[src/rtl/mc_ctrl_pkg.sv]
// mc_ctrl_pkg: shared encodings for the multicycle MIPS controller and its datapath.
package mc_ctrl_pkg;

    localparam logic [1:0] LogicEXT      = 2'b00;
    localparam logic [1:0] ArithmeticEXT = 2'b01;
    localparam logic [1:0] LUIEXT        = 2'b10;

    localparam logic [1:0] ALU_ADD = 2'd0;
    localparam logic [1:0] ALU_SUB = 2'd1;
    localparam logic [1:0] ALU_OR  = 2'd2;
    localparam logic [1:0] ALU_SLT = 2'd3;

    localparam logic [1:0] NPC_PC4 = 2'd0;
    localparam logic [1:0] NPC_BR  = 2'd1;
    localparam logic [1:0] NPC_J   = 2'd2;
    localparam logic [1:0] NPC_JR  = 2'd3;

    localparam logic [1:0] RD_RT = 2'd0;
    localparam logic [1:0] RD_RD = 2'd1;
    localparam logic [1:0] RD_RA = 2'd2;

    localparam logic [1:0] WD_ALU = 2'd0;
    localparam logic [1:0] WD_DM  = 2'd1;
    localparam logic [1:0] WD_PC  = 2'd2;

    localparam logic [5:0] OP_RTYPE = 6'b000000;
    localparam logic [5:0] OP_ORI   = 6'b001101;
    localparam logic [5:0] OP_ADDIU = 6'b001001;
    localparam logic [5:0] OP_LUI   = 6'b001111;
    localparam logic [5:0] OP_LW    = 6'b100011;
    localparam logic [5:0] OP_SW    = 6'b101011;
    localparam logic [5:0] OP_BEQ   = 6'b000100;
    localparam logic [5:0] OP_J     = 6'b000010;
    localparam logic [5:0] OP_JAL   = 6'b000011;

    localparam logic [5:0] F_ADDU = 6'b100001;
    localparam logic [5:0] F_SUBU = 6'b100011;
    localparam logic [5:0] F_SLT  = 6'b101010;
    localparam logic [5:0] F_JR   = 6'b001000;

    typedef enum logic [3:0] {
        S_INIT   = 4'd0,
        S_FETCH  = 4'd1,
        S_DECODE = 4'd2,
        S_EXE    = 4'd3,
        S_ALUWB  = 4'd4,
        S_MEMADR = 4'd5,
        S_MEMRD  = 4'd6,
        S_MEMWB  = 4'd7,
        S_MEMWR  = 4'd8,
        S_BRANCH = 4'd9,
        S_JUMP   = 4'd10
    } state_e;

    typedef struct packed {
        logic       pc_wr;
        logic       ir_wr;
        logic       rf_wr;
        logic       dm_wr;
        logic [1:0] ext_op;
        logic [1:0] alu_op;
        logic       alu_src_b;
        logic [1:0] reg_dst;
        logic [1:0] wd_sel;
        logic [1:0] npc_op;
        logic       illegal;
    } ctrl_t;

endpackage

[src/rtl/mc_ctrl_decode.sv]
// mc_ctrl_decode: combinational map of (state, op, funct, zero) to control outputs,
// next state and the retire strobe.
module mc_ctrl_decode
    import mc_ctrl_pkg::*;
(
    input  state_e     state,
    input  logic [5:0] op,
    input  logic [5:0] funct,
    input  logic       zero,
    output ctrl_t      ctrl,
    output state_e     state_d,
    output logic       retire
);

    logic is_r, addu, subu, slt, jr, ori, addiu, lui, lw, sw, beq, j, jal;
    logic alu_r, alu_i, mem, jmp;

    assign is_r  = op == OP_RTYPE;
    assign addu  = is_r && funct == F_ADDU;
    assign subu  = is_r && funct == F_SUBU;
    assign slt   = is_r && funct == F_SLT;
    assign jr    = is_r && funct == F_JR;
    assign ori   = op == OP_ORI;
    assign addiu = op == OP_ADDIU;
    assign lui   = op == OP_LUI;
    assign lw    = op == OP_LW;
    assign sw    = op == OP_SW;
    assign beq   = op == OP_BEQ;
    assign j     = op == OP_J;
    assign jal   = op == OP_JAL;
    assign alu_r = addu || subu || slt;
    assign alu_i = ori || addiu || lui;
    assign mem   = lw || sw;
    assign jmp   = j || jal || jr;

    always_comb begin
        ctrl    = '0;
        state_d = S_FETCH;
        retire  = 1'b0;
        // op is stale until the IR is loaded, so the extender only follows it after FETCH
        ctrl.ext_op = (state == S_INIT || state == S_FETCH) ? LogicEXT :
                      lui ? LUIEXT :
                      (addiu || lw || sw || beq) ? ArithmeticEXT : LogicEXT;
        case (state)
            S_INIT: state_d = S_FETCH;
            S_FETCH: begin
                ctrl.ir_wr = 1'b1;
                ctrl.pc_wr = 1'b1;
                state_d    = S_DECODE;
            end
            S_DECODE: begin
                state_d = (alu_r || alu_i) ? S_EXE :
                          mem ? S_MEMADR :
                          beq ? S_BRANCH :
                          jmp ? S_JUMP : S_FETCH;
                ctrl.illegal = !(alu_r || alu_i || mem || beq || jmp);
            end
            S_EXE: begin
                ctrl.alu_op    = subu ? ALU_SUB : slt ? ALU_SLT : (ori || lui) ? ALU_OR : ALU_ADD;
                ctrl.alu_src_b = alu_i;
                state_d        = S_ALUWB;
            end
            S_ALUWB: begin
                ctrl.rf_wr   = 1'b1;
                ctrl.reg_dst = is_r ? RD_RD : RD_RT;
                retire       = 1'b1;
            end
            S_MEMADR: begin
                ctrl.alu_src_b = 1'b1;
                state_d        = lw ? S_MEMRD : S_MEMWR;
            end
            S_MEMRD: state_d = S_MEMWB;
            S_MEMWB: begin
                ctrl.rf_wr  = 1'b1;
                ctrl.wd_sel = WD_DM;
                retire      = 1'b1;
            end
            S_MEMWR: begin
                ctrl.dm_wr = 1'b1;
                retire     = 1'b1;
            end
            S_BRANCH: begin
                ctrl.alu_op = ALU_SUB;
                ctrl.npc_op = NPC_BR;
                ctrl.pc_wr  = zero;
                retire      = 1'b1;
            end
            S_JUMP: begin
                ctrl.pc_wr   = 1'b1;
                ctrl.npc_op  = jr ? NPC_JR : NPC_J;
                ctrl.rf_wr   = jal;
                ctrl.reg_dst = jal ? RD_RA : RD_RT;
                ctrl.wd_sel  = jal ? WD_PC : WD_ALU;
                retire       = 1'b1;
            end
            default: state_d = S_INIT;
        endcase
    end

endmodule

[src/rtl/mc_ctrl.sv]
// mc_ctrl: multicycle MIPS control FSM; holds the state register and the
// retired-instruction counter around the combinational decoder.
module mc_ctrl
    import mc_ctrl_pkg::*;
#(
    parameter int CNT_W = 32
) (
    input  logic             clk,
    input  logic             rst_n,
    input  logic [5:0]       op,
    input  logic [5:0]       funct,
    input  logic             zero,
    output logic             pc_wr,
    output logic             ir_wr,
    output logic             rf_wr,
    output logic             dm_wr,
    output logic [1:0]       ext_op,
    output logic [1:0]       alu_op,
    output logic             alu_src_b,
    output logic [1:0]       reg_dst,
    output logic [1:0]       wd_sel,
    output logic [1:0]       npc_op,
    output logic             illegal,
    output logic [3:0]       state,
    output logic [CNT_W-1:0] instr_cnt
);

    state_e           state_q, state_d;
    logic [CNT_W-1:0] instr_cnt_q, instr_cnt_d;
    ctrl_t            ctrl;
    logic             retire;

    mc_ctrl_decode u_decode (
        .state   (state_q),
        .op      (op),
        .funct   (funct),
        .zero    (zero),
        .ctrl    (ctrl),
        .state_d (state_d),
        .retire  (retire)
    );

    always_comb begin
        instr_cnt_d = retire ? instr_cnt_q + CNT_W'(1) : instr_cnt_q;
    end

    always_ff @(posedge clk or negedge rst_n) begin
        if (!rst_n) begin
            state_q     <= S_INIT;
            instr_cnt_q <= '0;
        end else begin
            state_q     <= state_d;
            instr_cnt_q <= instr_cnt_d;
        end
    end

    // INIT decodes to all-zero, so the async reset also clears every strobe and select
    assign pc_wr     = ctrl.pc_wr;
    assign ir_wr     = ctrl.ir_wr;
    assign rf_wr     = ctrl.rf_wr;
    assign dm_wr     = ctrl.dm_wr;
    assign ext_op    = ctrl.ext_op;
    assign alu_op    = ctrl.alu_op;
    assign alu_src_b = ctrl.alu_src_b;
    assign reg_dst   = ctrl.reg_dst;
    assign wd_sel    = ctrl.wd_sel;
    assign npc_op    = ctrl.npc_op;
    assign illegal   = ctrl.illegal;
    assign state     = state_q;
    assign instr_cnt = instr_cnt_q;

endmodule

[config.mk]
export PLATFORM = sky130hd
export DESIGN_NAME = mc_ctrl
export DESIGN_NICKNAME = d
export VERILOG_FILES = /design/src/rtl/mc_ctrl_pkg.sv /design/src/rtl/mc_ctrl_decode.sv /design/src/rtl/mc_ctrl.sv
export SDC_FILE = /design/constraint.sdc
export NUM_CORES = 1
export LEC_CHECK = 0
export ABC_AREA = 1
export CORE_UTILIZATION = 30
export CTS_BUF_LIST = sky130_fd_sc_hd__clkbuf_4 sky130_fd_sc_hd__clkbuf_8 sky130_fd_sc_hd__clkbuf_16
export DETAILED_ROUTE_END_ITERATION = 10
export PLACE_DENSITY_LB_ADDON = 0.2
export SLEW_MARGIN = 20
export SYNTH_ARGS = -nofsm -noshare
export SYNTH_HDL_FRONTEND = slang
export SYNTH_SLANG_ARGS = --single-unit
[constraint.sdc]
create_clock -name clk -period 3.35 [get_ports clk]
set_input_delay 1.005 -clock clk [delete_from_list [all_inputs] [get_ports clk]]
set_output_delay 1.005 -clock clk [all_outputs]
set_load 0.01 [all_outputs]
After elaboration in Yosys (flattened, before gate mapping)
Index checks and enable logic that the tools add are counted.
{ "classes": {"addsub": 1, "eq_ne": 22, "mux": 26, "reduce_logical": 27} }
{ "ops": {"columns": ["cell", "n"], "rows": [
  ["$add A32 B1 Y32 const B", 1],
  ["$eq A6 B6 Y1 const B", 5],
  ["$eq A6 B4 Y1 const B", 4],
  ["$pmux W4 S6", 1],
  ["$mux W4", 5],
  ["$eq A4 B3 Y1 const B", 4],
  ["$logic_or A1 B1 Y1", 16],
  ["$pmux W2 S2", 4],
  ["$eq A4 B4 Y1 const B", 3],
  ["$eq A6 B2 Y1 const B", 2],
  ["$mux W2", 6],
  ["$eq A4 B2 Y1 const B", 2],
  ["$mux W1", 7],
  ["$eq A6 B3 Y1 const B", 1],
  ["$logic_not A6 Y1", 1],
  ["$pmux W1 S2", 3],
  ["$reduce_or A6 Y1", 1],
  ["$reduce_or A5 Y1", 1],
  ["$eq A4 B1 Y1 const B", 1],
  ["$logic_and A1 B1 Y1", 4],
  ["$logic_not A4 Y1", 1],
  ["$reduce_or A2 Y1", 2],
  ["$logic_not A1 Y1", 1]
]} }
{ "totals": {"ff_bits": 36, "input_bits": 15} }

Longest topological paths before layout
{ "depth": {"word_depth": 10, "ltp_mapped": 10, "mapped_depth_nobuf": 10} }

Modules after synthesis
A second synthesis with hierarchy kept.
{ "hier_totals": {"hier_cells": 333, "area_unflattened_um2": 2453.6} }
{ "by_module_without_submodules": {"columns": ["module", "n_inst", "cells_each", "area_each_um2"], "rows": [
  ["mc_ctrl", 1, 223, 1941.9],
  ["mc_ctrl_decode", 1, 110, 511.7]
]} }

Worst setup path before layout
Ideal clock, no wire load.
{ "synth_path": {"path_kind": "input to output", "from": "in op[5]", "to": "out alu_op[0]", "arrival_time_ns": 1.800, "slack_ns": 0.545, "stages": 5, "path_cell_list": "nor2_2 > nand3_1 > nor2_1 > o21ai_1 > o21ai_1"} }
{ "synth_between": {"elab_chain_len": 5, "word_cells_on_any_way": 6, "classes_between": "mux: 3; reduce/logical: 3"} }
{ "synth_rtl": {"columns": ["item", "line_no", "text"], "rows": [
  ["from (decl)", "mc_ctrl.sv:10", "input logic [5:0] op,"],
  ["$logic_not A6 Y1 (*)", "mc_ctrl_decode.sv:18", "assign is_r = op == OP_RTYPE;"],
  ["$logic_and A1 B1 Y1", "mc_ctrl_decode.sv:21", "assign slt = is_r && funct == F_SLT;"],
  ["$mux W2", "mc_ctrl_decode.sv:59", "ctrl.alu_op = subu ? ALU_SUB : slt ? ALU_SLT : (ori || lui) ? ALU_OR : ALU_ADD;"],
  ["$mux W2 (*)", "mc_ctrl_decode.sv:59", null],
  ["$pmux W2 S2 (*)", "mc_ctrl_decode.sv:44", "case (state)"],
  ["to (decl)", "mc_ctrl.sv:18", "output logic [1:0] alu_op,"]
]} }
Every way passes the cells marked *; elsewhere a longest branch is shown, timed or not.

Final worst setup path
{ "layout_path": {"from": "in funct[3]", "to": "out illegal"} }
{ "layout_between": {"elab_chain_len": 10, "word_cells_on_any_way": 17, "classes_between": "eq/ne: 4; mux: 1; reduce/logical: 12"} }
{ "layout_rtl": {"columns": ["item", "line_no", "text"], "rows": [
  ["from (decl)", "mc_ctrl.sv:11", "input logic [5:0] funct,"],
  ["$eq A6 B6 Y1, on equally long branches", "mc_ctrl_decode.sv:19, mc_ctrl_decode.sv:20", null],
  ["$logic_and A1 B1 Y1, on equally long branches", "mc_ctrl_decode.sv:19, mc_ctrl_decode.sv:20", null],
  ["$logic_or A1 B1 Y1 (2 in a row)", "mc_ctrl_decode.sv:31", "assign alu_r = addu || subu || slt;"],
  ["$logic_or A1 B1 Y1 (3 in a row)", "mc_ctrl_decode.sv:56", "ctrl.illegal = !(alu_r || alu_i || mem || beq || jmp);"],
  ["$logic_or A1 B1 Y1 (*)", "mc_ctrl_decode.sv:56", null],
  ["$logic_not A1 Y1 (*)", "mc_ctrl_decode.sv:56", null],
  ["$mux W1 (*)", "mc_ctrl_decode.sv:44", null],
  ["to (decl)", "mc_ctrl.sv:23", "output logic illegal,"]
]} }
Marks and branches as above.

==> results.md <==
* Cell row count at 34
* Ports at 67
* Crit Path Max Fanout at 2
* Top area cells in the synthesized netlist: dfrtp_1 33%, nand2_1 24%, nor2_1 10%, inv_1 4.1%, nand3b_1 4.1%
* Vias at 2913
* H-tree Lvls at 2
* Crit-path cells: clkdlybuf4s50_1 -> inv_1 -> nor2_1 -> nand3_1 -> nor2_2 -> nor2_1 -> nand3_1 -> nor2_1 -> buf_2
* Status: finished, violations left
* Pre-CTS setup slack at -0.4359 ns
* DRT Pass-1 Iters at 7
* Mapped Area at 2750 um2
* Crit-path slowest cell: clkdlybuf4s50_1
* Antenna violations before repair at 0
* Nets at 534
* Max Freq at 0.3090 GHz
* Grt met1 use at 21.96%
* Final setup vio count at 0
* Starting Density at 31.23%
* RSZ-0062 raised after global routing: false
* Final hold vios at 0
* Placer Congestion at 0.9125
* Yosys warnings at 0
* Wire per inst at 12.15 um
* Die Y at 97.75 um
* Number of synthesized register bits at 36
* Pleak at 1.745 nW
* Critical path's largest stage delay at 0.47 ns
* Die Width at 97.75 um
* Fin cells at 627
* Gate Count Post-Synth at 429
* Fin. max-slew vios at 0
* FF/Latch Area at 900.9 um2
* Clock root cell: clkbuf_8
* Final min period at 3.237 ns
* First-pass GRT wire length at 13270 um
* Post-synth EDFFs at 0
* Crit path required time at 2.34 ns
* Insertion delay to the later sink of the worst-skew pair at 0.29 ns
* Die ar. at 9554 um2
* Clk sinks at 36
* Top-area cell type share of the netlist area at 32.76%
* Max Cap Viol at 0
* Worst hold path class: reg -> reg
* Grt met2 use at 29.68%
* Core area at 8806 um2
* Post-Route WL at 7621 um
* Post-synthesis area per instance at 6.411 um2
* Most common cell in the synthesized netlist: nand2_1
* GRT Max-Usage Layer: met2
* Top FF cell, synth: dfrtp_1
* Family with the most delay on the worst path: buffers and inverters
* Vias in the first global route at 2827
* Yosys cell types at 33
* Failing checks: DRC
* Post-DP HPWL at 5838 um
* Design Area, Final at 3746 um2
* DRT antenna net count at 0
* Worst Skew at 0.002716 ns
* GRT Residual Overflow at 0
* Cts hold-fix bufs at 0
* PD cells at 415.4 nW/um2
* IO buf count at 66
* Post-route worst setup slack at 0.1133 ns
* Post-synth top cells: 173 x nand2_1, 76 x nor2_1, 36 x dfrtp_1, 30 x inv_1, 18 x nand3_1
* TritonCTS clock tree: done
* Cell taking the most area after synthesis: dfrtp_1
* Worst EP arrival at 2.23 ns
* Crit Path Category: in -> out
* 1st-iter DRT viols at 141
* M3 GR Usage at 3.221%
* Area after DPL at 3608 um2
* Peak supply drop at 250.8 uV
* # DRC at 4
* CTS Buf Count at 5
* Multi-input logic area at 1677 um2
* Final core occ at 42.54%
* Worst setup SP type: input pin
* Clk buf depth at 2
* Worst Path Buf+Inv at 3
* Tot GR Track Use at 17.08%
* Diodes inserted at 0
* Placed cells at 614
* Fill cells at 918
* Synth-to-Final Area Change at 36.21%
* Largest net degree at the start of global routing at 37
* Ys async rst share at 100.0%
* Setup crit end kind: output pin
* Clock slew at reported path FFs at 0.07 ns
* CP most frequent cell: nor2_1
* Register area share after synthesis at 32.76%
* Worst-Margin Slew at 0.8260 ns
* Vias per cell at 4.646
* Pwr Total at 0.001556 W
* Relative slew margins at 44.93%
* Layout cells sized above 1 at 16.57%
* Final period util at 96.62%
* Synthesized Nets at 445
[final timing paths]
kind | from | to | slack, ns | cells after the start
worst max-delay path | funct[3] | illegal | 0.11 | 9
worst min-delay path | instr_cnt[31] | instr_cnt[31] | 0.54 | 2
worst max register to register | instr_cnt[0] | instr_cnt[22] | 1.54 | 9
worst min register to register | instr_cnt[31] | instr_cnt[31] | 0.54 | 2
max in group asynchronous | rst_n | instr_cnt[31] | 2.03 | 1
min in group asynchronous | rst_n | instr_cnt[2] | 0.81 | 1
[cell families after synthesis]
| group | Yosys count | share of synthesized area (%) |
|---|---|---|
| compound gates | 14 | 3.185 |
| xor+xnor | 13 | 4.140 |
| fa+ha+maj | 1 | 0.4549 |
| buf+inv | 45 | 7.507 |
| flops | 36 | 32.76 |
| simple gates | 320 | 51.96 |
[state kept, by name (all words and copies together), names as in the netlist]
register,flops
instr_cnt,32
state,4
[worst register-to-register path, cell delays in order, from the launching register on]
cell and delay (ns):
dfrtp_1 0.49, ha_1 0.28, inv_1 0.09, nor2_2 0.24, nand2_2 0.13, clkinv_2 0.11
nand2_4 0.09, nor2_1 0.17, nand3_1 0.09, nand2_1 0.07
[per-stage QoR]
step | hold WS [ns] | setup TNS, ns
finish | 0.5380 | 0
floorplan | 0.5412 | 0
detailed placement | 0.5237 | -3.506
global route | 0.5647 | 0
CTS | 0.5419 | -0.001789
global placement | 0.5206 | -3.414
[cell type report]
| cell class | instances | area share (%) |
|---|---|---|
| Clock buffer | 8 | 2.605 |
| Tap cell | 108 | 3.607 |
| Sequential cell | 36 | 24.05 |
| Multi-Input combinational cell | 348 | 44.76 |
| Timing Repair Buffer | 87 | 20.88 |
| Inverter | 40 | 4.108 |
[placed cells by master, fill, tap and decap left out, types with 2 or more instances in the layout]
cell type	instances
nand2_1	172
nor2_1	69
clkdlybuf4s50_1	47
dfrtp_1	36
inv_1	30
buf_4	21
nor2_2	18
nand3_1	17
nand3b_1	15
nand2_2	9
dlygate4sd2_1	8
xor2_1	7
inv_2	6
xnor2_1	6
clkbuf_8	6
o21ai_1	5
buf_2	5
nor2_4	4
nand4_1	4
nor3_1	3
nand3_2	3
a21oi_1	3
dlymetal6s2s_1	3
nand2_4	2
o21ai_0	2
clkinv_1	2
clkbuf_4	2
clkbuf_2	2
[routing by layer]
layer  routed length [um]  vias up  part of all wire [%]
met2                 3759       60                    49
li1                     -     1502                     -
met3                  309        2                   4.1
met4                   11        0                  0.14
met1                 3540     1349                    46
met5                    0        -                     0
[where the power goes]
part	internal [W]	switching (W)
clock	0.000184	0.000156
combinational	0.000250	0.000403
sequential	0.000480	0.0000830
[what timing repair did]
action                                  CTS  global route
endpoints found under the setup margin   11             9
gates resized for setup                  37            11
pin swaps                                 8             5
setup buffers                             5             0
Note: power is estimated with default switching activity, not from simulation.
